### src/rtl/calc_pkg.sv
// ---------------------------------------------------------------------------
// calc_pkg
// Shared definitions for the calculator front-end input logic.
//   - Key-code constants for the operator and symbol keys on the 4x4 keypad.
//   - State encoding of the keypad scan/debounce FSM.
//   - Small helpers: counter width sizing, keypad code lookup, lowest active
//     row selection and active-low column drive pattern.
// No ports (package).
// ---------------------------------------------------------------------------
package calc_pkg;

    // Codes produced for the non-digit keys.
    localparam logic [3:0] KEY_ADD  = 4'd10;
    localparam logic [3:0] KEY_SUB  = 4'd11;
    localparam logic [3:0] KEY_MUL  = 4'd12;
    localparam logic [3:0] KEY_DIV  = 4'd13;
    localparam logic [3:0] KEY_STAR = 4'd14;
    localparam logic [3:0] KEY_HASH = 4'd15;

    // Keypad FSM states.
    typedef enum logic [1:0] {
        SCAN     = 2'd0,
        DEBOUNCE = 2'd1,
        HOLD     = 2'd2,
        RELEASE  = 2'd3
    } keyState_e;

    // Width of a counter that must hold values 0 .. maxCount-1.
    // A single-value counter still needs one bit to exist.
    function automatic int cntWidth(input int maxCount);
        return (maxCount > 1) ? $clog2(maxCount) : 1;
    endfunction

    // Code for the key at (row, column) of the keypad.
    function automatic logic [3:0] keyCode(input logic [1:0] rowIdx,
                                           input logic [1:0] colIdx);
        logic [3:0] code;
        code = 4'd0;
        case ({rowIdx, colIdx})
            4'b00_00: code = 4'd1;
            4'b00_01: code = 4'd2;
            4'b00_10: code = 4'd3;
            4'b00_11: code = KEY_ADD;
            4'b01_00: code = 4'd4;
            4'b01_01: code = 4'd5;
            4'b01_10: code = 4'd6;
            4'b01_11: code = KEY_SUB;
            4'b10_00: code = 4'd7;
            4'b10_01: code = 4'd8;
            4'b10_10: code = 4'd9;
            4'b10_11: code = KEY_MUL;
            4'b11_00: code = KEY_STAR;
            4'b11_01: code = 4'd0;
            4'b11_10: code = KEY_HASH;
            4'b11_11: code = KEY_DIV;
            default:  code = 4'd0;
        endcase
        return code;
    endfunction

    // Index of the lowest row that reads low (active). Only meaningful when
    // at least one row bit is low; an all-high input maps to row 3.
    function automatic logic [1:0] lowestLowRow(input logic [3:0] rowBits);
        logic [1:0] idx;
        if (!rowBits[0]) begin
            idx = 2'd0;
        end else if (!rowBits[1]) begin
            idx = 2'd1;
        end else if (!rowBits[2]) begin
            idx = 2'd2;
        end else begin
            idx = 2'd3;
        end
        return idx;
    endfunction

    // Active-low one-hot column drive for a column index.
    function automatic logic [3:0] colDrive(input logic [1:0] colIdx);
        return ~(4'b0001 << colIdx);
    endfunction

endpackage

### src/rtl/calc_debounce.sv
// ---------------------------------------------------------------------------
// calc_debounce
// Debouncer for a single asynchronous, active-high push-button.
// The raw input is synchronised with two flops, then compared against the
// accepted level once per slot tick. The level flips only after DEB_CNT
// consecutive ticks disagree with it; any agreeing tick restarts the count.
//
// Ports
//   clk        in   system clock, rising edge
//   rst_n      in   asynchronous active-low reset
//   tick_i     in   one-cycle slot strobe shared with the keypad scanner
//   raw_i      in   raw asynchronous button input
//   level_o    out  debounced (accepted) button level
//   riseReq_o  out  high in the cycle whose clock edge turns level_o 0->1
// ---------------------------------------------------------------------------
module calc_debounce
    import calc_pkg::*;
#(
    parameter int DEB_CNT = 20
) (
    input  logic clk,
    input  logic rst_n,
    input  logic tick_i,
    input  logic raw_i,
    output logic level_o,
    output logic riseReq_o
);

    localparam int             CW       = cntWidth(DEB_CNT);
    localparam logic [CW-1:0]  DEB_LAST = CW'(DEB_CNT - 1);

    logic          sync1_q;
    logic          sync2_q;
    logic          level_q;
    logic          level_d;
    logic [CW-1:0] cnt_q;
    logic [CW-1:0] cnt_d;

    // Two-flop synchroniser for the asynchronous button input.
    always_ff @(posedge clk or negedge rst_n) begin
        if (!rst_n) begin
            sync1_q <= 1'b0;
            sync2_q <= 1'b0;
        end else begin
            sync1_q <= raw_i;
            sync2_q <= sync1_q;
        end
    end

    // Count disagreeing ticks; the tick that completes the run flips the
    // level and restarts the count for the opposite transition.
    always_comb begin
        level_d = level_q;
        cnt_d   = cnt_q;
        if (tick_i) begin
            if (sync2_q != level_q) begin
                if (cnt_q == DEB_LAST) begin
                    level_d = ~level_q;
                    cnt_d   = '0;
                end else begin
                    cnt_d = cnt_q + 1'b1;
                end
            end else begin
                cnt_d = '0;
            end
        end
    end

    // Accepted level and run counter.
    always_ff @(posedge clk or negedge rst_n) begin
        if (!rst_n) begin
            level_q <= 1'b0;
            cnt_q   <= '0;
        end else begin
            level_q <= level_d;
            cnt_q   <= cnt_d;
        end
    end

    // The rise request is combinational so the parent can register its
    // pulse on the same edge that raises level_o.
    assign riseReq_o = level_d & ~level_q;
    assign level_o   = level_q;

endmodule

### src/rtl/calc_input_ctrl.sv
// ---------------------------------------------------------------------------
// calc_input_ctrl
// Input front end of the calculator: scans a 4x4 active-low keypad one
// column per slot, debounces presses and releases, emits one flag pulse per
// accepted press with its key code, and debounces the S2 push-button.
// Key flag and button pulse are serialised so they never coincide.
//
// Ports
//   clk       in   system clock, rising edge
//   rst_n     in   asynchronous active-low reset
//   row       in   [3:0] raw keypad rows, active-low, asynchronous
//   s2_raw    in   raw push-button, active-high, asynchronous
//   col       out  [3:0] keypad column drive, active-low one-hot
//   flag      out  one-cycle pulse for an accepted key press
//   key_data  out  [3:0] code of the last accepted key
//   s2_out    out  debounced button level
//   valid_s2  out  one-cycle pulse on the debounced button rising edge
// ---------------------------------------------------------------------------
module calc_input_ctrl
    import calc_pkg::*;
#(
    parameter int SCAN_DIV = 50000,
    parameter int DEB_CNT  = 20
) (
    input  logic       clk,
    input  logic       rst_n,
    input  logic [3:0] row,
    input  logic       s2_raw,
    output logic [3:0] col,
    output logic       flag,
    output logic [3:0] key_data,
    output logic       s2_out,
    output logic       valid_s2
);

    localparam int             DW       = cntWidth(SCAN_DIV);
    localparam logic [DW-1:0]  DIV_LAST = DW'(SCAN_DIV - 1);
    localparam int             CW       = cntWidth(DEB_CNT);
    localparam logic [CW-1:0]  DEB_LAST = CW'(DEB_CNT - 1);

    logic [3:0]    rowSync1_q;
    logic [3:0]    rowSync2_q;
    logic [DW-1:0] divCnt_q;
    logic          tick;

    keyState_e     state_q;
    keyState_e     state_d;
    logic [1:0]    colIdx_q;
    logic [1:0]    colIdx_d;
    logic [1:0]    rowIdx_q;
    logic [1:0]    rowIdx_d;
    logic [CW-1:0] cnt_q;
    logic [CW-1:0] cnt_d;
    logic [3:0]    keyData_q;
    logic [3:0]    keyData_d;
    logic          flag_q;
    logic          flag_d;
    logic          rowBit;

    logic          s2RiseReq;
    logic          validS2_q;
    logic          validS2_d;
    logic          pending_q;
    logic          pending_d;

    // Row synchroniser; idle keypad rows read high, so reset to all ones.
    always_ff @(posedge clk or negedge rst_n) begin
        if (!rst_n) begin
            rowSync1_q <= 4'hF;
            rowSync2_q <= 4'hF;
        end else begin
            rowSync1_q <= row;
            rowSync2_q <= rowSync1_q;
        end
    end

    // Free-running slot divider; the tick is the last count of each slot.
    always_ff @(posedge clk or negedge rst_n) begin
        if (!rst_n) begin
            divCnt_q <= '0;
        end else if (tick) begin
            divCnt_q <= '0;
        end else begin
            divCnt_q <= divCnt_q + 1'b1;
        end
    end

    assign tick = (divCnt_q == DIV_LAST);

    // Row bit of the key being tracked, valid outside SCAN.
    assign rowBit = rowSync2_q[rowIdx_q];

    // Keypad FSM next state. Everything advances only on slot ticks. In SCAN
    // the rows are sampled for the column currently driven, before the
    // column moves on; once a key is seen the column stays frozen until the
    // FSM is back in SCAN, so only that column's rows are observed.
    always_comb begin
        state_d   = state_q;
        colIdx_d  = colIdx_q;
        rowIdx_d  = rowIdx_q;
        cnt_d     = cnt_q;
        keyData_d = keyData_q;
        flag_d    = 1'b0;
        if (tick) begin
            case (state_q)
                SCAN: begin
                    if (rowSync2_q != 4'hF) begin
                        rowIdx_d = lowestLowRow(rowSync2_q);
                        cnt_d    = '0;
                        state_d  = DEBOUNCE;
                    end else begin
                        colIdx_d = colIdx_q + 2'd1;
                    end
                end
                DEBOUNCE: begin
                    if (!rowBit) begin
                        if (cnt_q == DEB_LAST) begin
                            flag_d    = 1'b1;
                            keyData_d = keyCode(rowIdx_q, colIdx_q);
                            cnt_d     = '0;
                            state_d   = HOLD;
                        end else begin
                            cnt_d = cnt_q + 1'b1;
                        end
                    end else begin
                        cnt_d   = '0;
                        state_d = SCAN;
                    end
                end
                HOLD: begin
                    if (rowBit) begin
                        cnt_d   = '0;
                        state_d = RELEASE;
                    end
                end
                RELEASE: begin
                    if (rowBit) begin
                        if (cnt_q == DEB_LAST) begin
                            cnt_d   = '0;
                            state_d = SCAN;
                        end else begin
                            cnt_d = cnt_q + 1'b1;
                        end
                    end else begin
                        cnt_d   = '0;
                        state_d = HOLD;
                    end
                end
                default: begin
                    cnt_d   = '0;
                    state_d = SCAN;
                end
            endcase
        end
    end

    // Keypad FSM registers and key outputs.
    always_ff @(posedge clk or negedge rst_n) begin
        if (!rst_n) begin
            state_q   <= SCAN;
            colIdx_q  <= 2'd0;
            rowIdx_q  <= 2'd0;
            cnt_q     <= '0;
            keyData_q <= 4'd0;
            flag_q    <= 1'b0;
        end else begin
            state_q   <= state_d;
            colIdx_q  <= colIdx_d;
            rowIdx_q  <= rowIdx_d;
            cnt_q     <= cnt_d;
            keyData_q <= keyData_d;
            flag_q    <= flag_d;
        end
    end

    // Push-button debouncer, stepped by the same slot tick as the keypad.
    calc_debounce #(
        .DEB_CNT (DEB_CNT)
    ) u_s2Debounce (
        .clk       (clk),
        .rst_n     (rst_n),
        .tick_i    (tick),
        .raw_i     (s2_raw),
        .level_o   (s2_out),
        .riseReq_o (s2RiseReq)
    );

    // Button pulse arbitration: the key flag wins a collision and the button
    // pulse is parked for exactly one cycle. Both requests only arise on
    // ticks, at least one slot apart, so the parked pulse never meets a new
    // one and a single pending bit suffices.
    always_comb begin
        validS2_d = pending_q | (s2RiseReq & ~flag_d);
        pending_d = s2RiseReq & flag_d;
    end

    // Button pulse registers.
    always_ff @(posedge clk or negedge rst_n) begin
        if (!rst_n) begin
            validS2_q <= 1'b0;
            pending_q <= 1'b0;
        end else begin
            validS2_q <= validS2_d;
            pending_q <= pending_d;
        end
    end

    assign col      = colDrive(colIdx_q);
    assign flag     = flag_q;
    assign key_data = keyData_q;
    assign valid_s2 = validS2_q;

endmodule

### config.mk
export PLATFORM = sky130hd
export DESIGN_NAME = calc_input_ctrl
export DESIGN_NICKNAME = d
export VERILOG_FILES = /design/src/rtl/calc_pkg.sv /design/src/rtl/calc_debounce.sv /design/src/rtl/calc_input_ctrl.sv
export SDC_FILE = /design/constraint.sdc
export NUM_CORES = 1
export LEC_CHECK = 0
export BUFFER_PORTS_ARGS = -buffer_cell sky130_fd_sc_hd__buf_4
export CELL_PAD_IN_SITES_DETAIL_PLACEMENT = 0
export CELL_PAD_IN_SITES_GLOBAL_PLACEMENT = 1
export CORE_ASPECT_RATIO = 1.75
export CORE_UTILIZATION = 47
export DETAILED_ROUTE_END_ITERATION = 16
export GPL_ROUTABILITY_DRIVEN = 0
export PLACE_DENSITY = 0.89
export SLEW_MARGIN = 0
export SYNTH_ARGS = -nofsm -noshare
export SYNTH_HDL_FRONTEND = slang
export SYNTH_SLANG_ARGS = --single-unit
### constraint.sdc
create_clock -name clk -period 2.2 [get_ports clk]
set_clock_uncertainty 0.2 [all_clocks]
set_input_delay 0.33 -clock clk [delete_from_list [all_inputs] [get_ports clk]]
set_output_delay 0.33 -clock clk [all_outputs]
set_load 0.03 [all_outputs]
# [Yosys cells after proc, flatten, opt, wreduce, memory -nomap -nowiden]
# Memory sizes are Yosys's and may differ from the RTL's. A register that Yosys moved wholly into a read port is not among the register bits.
# Cells that the tools add are included.
[classes] addsub=4 reduce_logical=7 n_shift=1 order_cmp=1 bitwise_logic=9 mux=28 n_eq_ne=12
[op_table] op="$mux 5" n=7
[op_table] op="$pmux 5 s4" n=1
[op_table] op="$add 16x1->16 const B" n=1
[op_table] op="$eq 16x16->1 const B" n=1
[op_table] op="$mux 16" n=1
[op_table] op="$mux 2" n=8
[op_table] op="$add 5x1->5 const B" n=2
[op_table] op="$eq 5x5->1 const B" n=2
[op_table] op="$mux 1" n=9
[op_table] op="$reduce_and 3->1" n=3
[op_table] op="$pmux 2 s4" n=1
[op_table] op="$ne 3x3->1 const B" n=2
[op_table] op="$reduce_and 5->1" n=1
[op_table] op="$eq 2x2->1 const B" n=2
[op_table] op="$ne 2x2->1 const B" n=2
[op_table] op="$ne 4x4->1 const B" n=1
[op_table] op="$not 1->1" n=4
[op_table] op="$not 4->4" n=1
[op_table] op="$reduce_and 4->1" n=1
[op_table] op="$shl 1x2->4 const A" n=1
[op_table] op="$and 1x1->1" n=3
[op_table] op="$lt 2x3->1 const B" n=1
[op_table] op="$add 2x1->2 const B" n=1
[op_table] op="$bmux 1 s2" n=1
[op_table] op="5 further kinds" n=5
[totals] memories=1 wordCells=77 reg_bits=46 in_bits=7 mem_bits_ro=64
[mem_list] name="(no name shown)" depth=16 width=4 read_ports=1 rd_clocked_by_memory_dff=1 write_ports=0 line_no="calc_pkg.sv:39" source="case ({rowIdx, colIdx})"

# [Depth between registers and ports, before layout]
[logic_depth] depth_word=8 mapped_depth=7

# [Hierarchy]
# From an unflattened synthesis, not the netlist that was laid out.
[unflattened] cells_unflattened=209 hier_area_um2=2363.5
[by_module_without_submodules] module="calc_input_ctrl" area_per_inst_um2=1963.1 cells_per_inst=172 n_inst=1
[by_module_without_submodules] module="calc_debounce" area_per_inst_um2=400.4 cells_per_inst=37 n_inst=1

# [Least setup slack after synthesis]
# Ideal clock, no wire load.
[synth_path] path_type="reg-to-reg" from="register rowIdx_q[0]" to="register cnt_q[1]" path_slack_ps=208 synth_period_minus_slack_ps=1992 t_arrival_ps=1671 path_stages_with_launch=7 cell_sequence="dfrtp_1 > buf_6 > mux4_2 > nand2b_4 > and3_1 > buf_6 > a32o_1"
[synth_via] elab_chain_cells=4
[synth_rtl] element="from (decl)" line_no="calc_input_ctrl.sv:50" source="logic [1:0] rowIdx_q;"
[synth_rtl] element="from (signal assigned)" line_no="calc_input_ctrl.sv:169" source="rowIdx_q <= rowIdx_d;"
[synth_rtl] element="$bmux 1 s2 *" line_no="calc_input_ctrl.sv:91" source="assign rowBit = rowSync2_q[rowIdx_q];"
[synth_rtl] element="$mux 1 (implied by the code) *" line_no="calc_input_ctrl.sv:91"
[synth_rtl] element="$mux 5, or another cell as far along" line_no="calc_input_ctrl.sv:137" source="if (rowBit) begin"
[synth_rtl] element="$pmux 5 s4 or $reduce_and 3->1 (tied branches)"
[synth_rtl] element="to (signal assigned)" line_no="calc_input_ctrl.sv:170" source="cnt_q <= cnt_d;"
[synth_rtl] element="to (decl)" line_no="calc_input_ctrl.sv:52" source="logic [CW-1:0] cnt_q;"
# Mark *: on every way between the ends. The rest lies on a longest branch, timed or not. The select of a mux whose other input is x is not followed.
# A chain may end at the register's enable or synchronous reset.

# [Worst setup path in the final report]
[layout_path] from="register cnt_q[0]" to="register keyData_q[2], in the netlist key_data[2]"
[layout_via] elab_chain_cells=2
[layout_rtl] element="$eq 5x5->1" line_no="calc_input_ctrl.sv:117" source="if (cnt_q == DEB_LAST) begin"
[layout_rtl] element="$reduce_and 4->1 (no line)"
[layout_rtl] element="to (decl)" line_no="calc_input_ctrl.sv:54" source="logic [3:0] keyData_q;"
# Every way passes these cells.

==> key figures <==
Status
  – Status: finished, final reports clean

CTS
  – Root Buffer: clkbuf_8
  – H-tree depth: 2
  – Clock buffer depth: 2
  – CTS tree: yes
  – CTS Buf Count: 5
  – Clock sink total: 50
  – Clock transition at the registers of the reported paths: 90 ps
  – Clk Latency, worst-skew pair: 300 ps

Power and ir drop
  – Max rail drop VDD: 656 uV
  – Power per Cell Area: 579 nW/um^2
  – Leak Pwr: 1.33 nW

Worst setup path
  – Crit Path Class: reg2reg
  – Setup crit end kind: register
  – CP arrival: 2080 ps
  – Crit path launch: cnt_q[0]$_DFFE_PN0P_
  – FF-to-FF Start: cnt_q[0]$_DFFE_PN0P_
  – Startpoint types: register
  – Worst Path Required: 2200 ps
  – CP max FO: 5

Synth
  – Ys Warns: 0
  – Avg Inst Size Synth: 11.0 um^2
  – Distinct cells, synth: 46
  – Number of synthesized flops with an enable pin: 0
  – Async S/R FF share, synth: 100%
  – Cells after Synth: 216
  – Post-synthesis sequential area ratio: 53.2%
  – Synthesized flop and latch total: 50
  – Leading area contributor after synthesis: dfrtp_1
  – Synth top area cells: dfrtp_1 44%, dfstp_2 8.9%, ha_1 4.7%, nand3_1 3.0%, xor2_1 3.0%
  – Synthesized area: 2370 um^2
  – Top-area cell type share of the netlist area: 44.3%
  – Synth Net Count: 232
  – Primary FF master, synth: dfrtp_1

Drt
  – Routed Antenna Nets: 0
  – Detailed-route wire length: 4240 um
  – Initial DRC count: 18
  – Routed vias/inst: 5.34
  – First-pass DRT Iterations: 4
  – Via count: 1,640
  – Drt drc: 0
  – Avg WL per Cell: 13.8 um

STA
  – Max Clk Rate: 480 MHz
  – Fin crit period: 2080 ps
  – Final period utilization: 94.7%
  – Setup TNS: 0 ps
  – Final setup viols: 0
  – Worst Tran Pin Value: 622 ps
  – Max-slew headroom: 58.5%
  – RSZ-0062 raised after global routing: false
  – Hold violation total from the final report: 0
  – Pins Over Slew Limit: 0

GRT
  – GRT Total Usage: 17.7%
  – Remaining Overflow, GRT: 0
  – Initial antenna violation count: 0
  – Vias in the first global route: 1,673
  – Largest net degree at the start of global routing: 51
  – Global-route wire length before repair: 7300 um

Floorplanning
  – Die height: 96.0 um
  – Core box area: 4750 um^2
  – Io pins: 18
  – Die area: 5350 um^2
  – Initial Utilization: 50.0%
  – Site Rows: 33
  – Die X: 55.7 um

Final layout
  – Layout Area Growth over Synthesis: 18.8%
  – Diodes inserted: 0
  – Finished Cell Area: 2820 um^2
  – Fin nets: 270
  – Most frequent cells in the layout: 42 x dfrtp_1, 31 x buf_4, 18 x inv_1
  – Layout Cells excl Fill: 307
  – Most common cell after layout, fill and taps aside: dfrtp_1
  – Share of cells above drive strength 1: 23.5%

Placed design
  – I/O Buffers: 17
  – DP Cell Count: 292
  – Placed cell areas: 2620 um^2
  – Dpl hpwl: 3030 um

Worst hold path
  – Worst hold path type: reg2reg
  – Hold Startpoint: u_s2Debounce.sync1_q$_DFF_PN0_

Job
  – MaxCap Viol Count: 0
## cells in the mapped netlist, types with 4 or more instances
library cell,instances
dfstp_2,8
nand4_1,4
a21oi_1,4
nor3_1,4
xnor2_1,7
nand2b_1,4
o21ai_1,5
xor2_1,8
nand3_1,14
inv_1,18
nor2_1,15
and3_1,4
mux2i_1,5
mux2_1,5
nand2_1,16
dfrtp_1,42
ha_1,9
## critical path, cell delays in order, from the launching register on
cell and delay (ps):
dfrtp_1 390, ha_2 220, nand4bb_1 180, or2_2 380, nor3_4 150, nand2_2 130
mux2_1 330
## path summary, 6_finish.rpt
kind                       slack [ps]                             end  cells past startpoint
min                               160  u_s2Debounce.sync2_q$_DFF_PN0_                      0
max                               120         key_data[2]$_DFFE_PN0P_                      6
min reg2reg                       160  u_s2Debounce.sync2_q$_DFF_PN0_                      0
max reg2reg                       120         key_data[2]$_DFFE_PN0P_                      6
max in group asynchronous        1000            cnt_q[2]$_DFFE_PN0P_                      2
min in group asynchronous         370         colIdx_q[0]$_DFFE_PN0P_                      2
## repair_timing
item / 4_1_cts / 5_1_grt
setup buffers: 0 / 1
resized for setup: 0 / 4
hold buffers: 6 / 0
setup endpoints to repair: 0 / 7
endpoints found under the hold margin: 47 / 0
## through the flow
stage / hold slack (ps) / setup WS [ps] / util [%] / power (mW)
final: 158 / 117 / 59.3 / 1.63
after global routing: 163 / 6.31 / 59.3 / 1.69
after floorplan: -166 / 208 / - / 0.963
after CTS: 161 / 60.0 / 58.9 / 1.66
after detailed placement: 139 / 74.9 / 55.2 / 0.993
after global placement: 141 / 95.1 / 55.2 / 0.992
## registers in the layout, indices dropped and copies added, names as in the netlist, named ones only
register	cells
u_s2Debounce.sync2_q	1
state_q	1
rowSync1_q	4
pending_q	1
u_s2Debounce.sync1_q	1
cnt_q	5
u_s2Debounce.level_o	1
valid_s2	1
rowIdx_q	2
flag	1
rowSync2_q	4
u_s2Debounce.cnt_q	5
key_data	4
colIdx_q	2
divCnt_q	16
## logic make-up after synthesis
group / share of synthesized area (%)
and+or+nand+nor: 17.5
buffers and inverters: 4.75
muxes: 7.33
adders and majority gates: 4.75
AOI/OAI and AO/OA: 6.96
DFF: 53.2
xor gates and xnor gates: 5.54
## power breakdown
part	total (mW)	leakage [nW]	internal, mW	switching, mW
registers	0.938	0.652	0.934	0.00474
clock network	0.648	0.0504	0.338	0.309
logic	0.0442	0.630	0.0184	0.0258
## cell type report
class / instances / area, um^2
fill: 416 / 1930
sequential: 50 / 1260
multi-input combinational: 141 / 1010
timing repair buffer: 37 / 293
inverter: 19 / 71.3
clock buffer: 5 / 68.8
tap: 52 / 65.1
clock inverter: 3 / 45.0
## per-layer routing
layer / routed length [um] / part of all wire, % / vias to the layer above / track usage, %
met5: 0 / 0 / - / 0
met2: 2340 / 55 / 21 / 33.3
met4: 57 / 1.3 / 0 / 7.08
li1: - / - / 815 / -
met3: 95 / 2.2 / 5 / 3.63
met1: 1750 / 41 / 799 / 19.1
(Power assumes the default switching activity.)
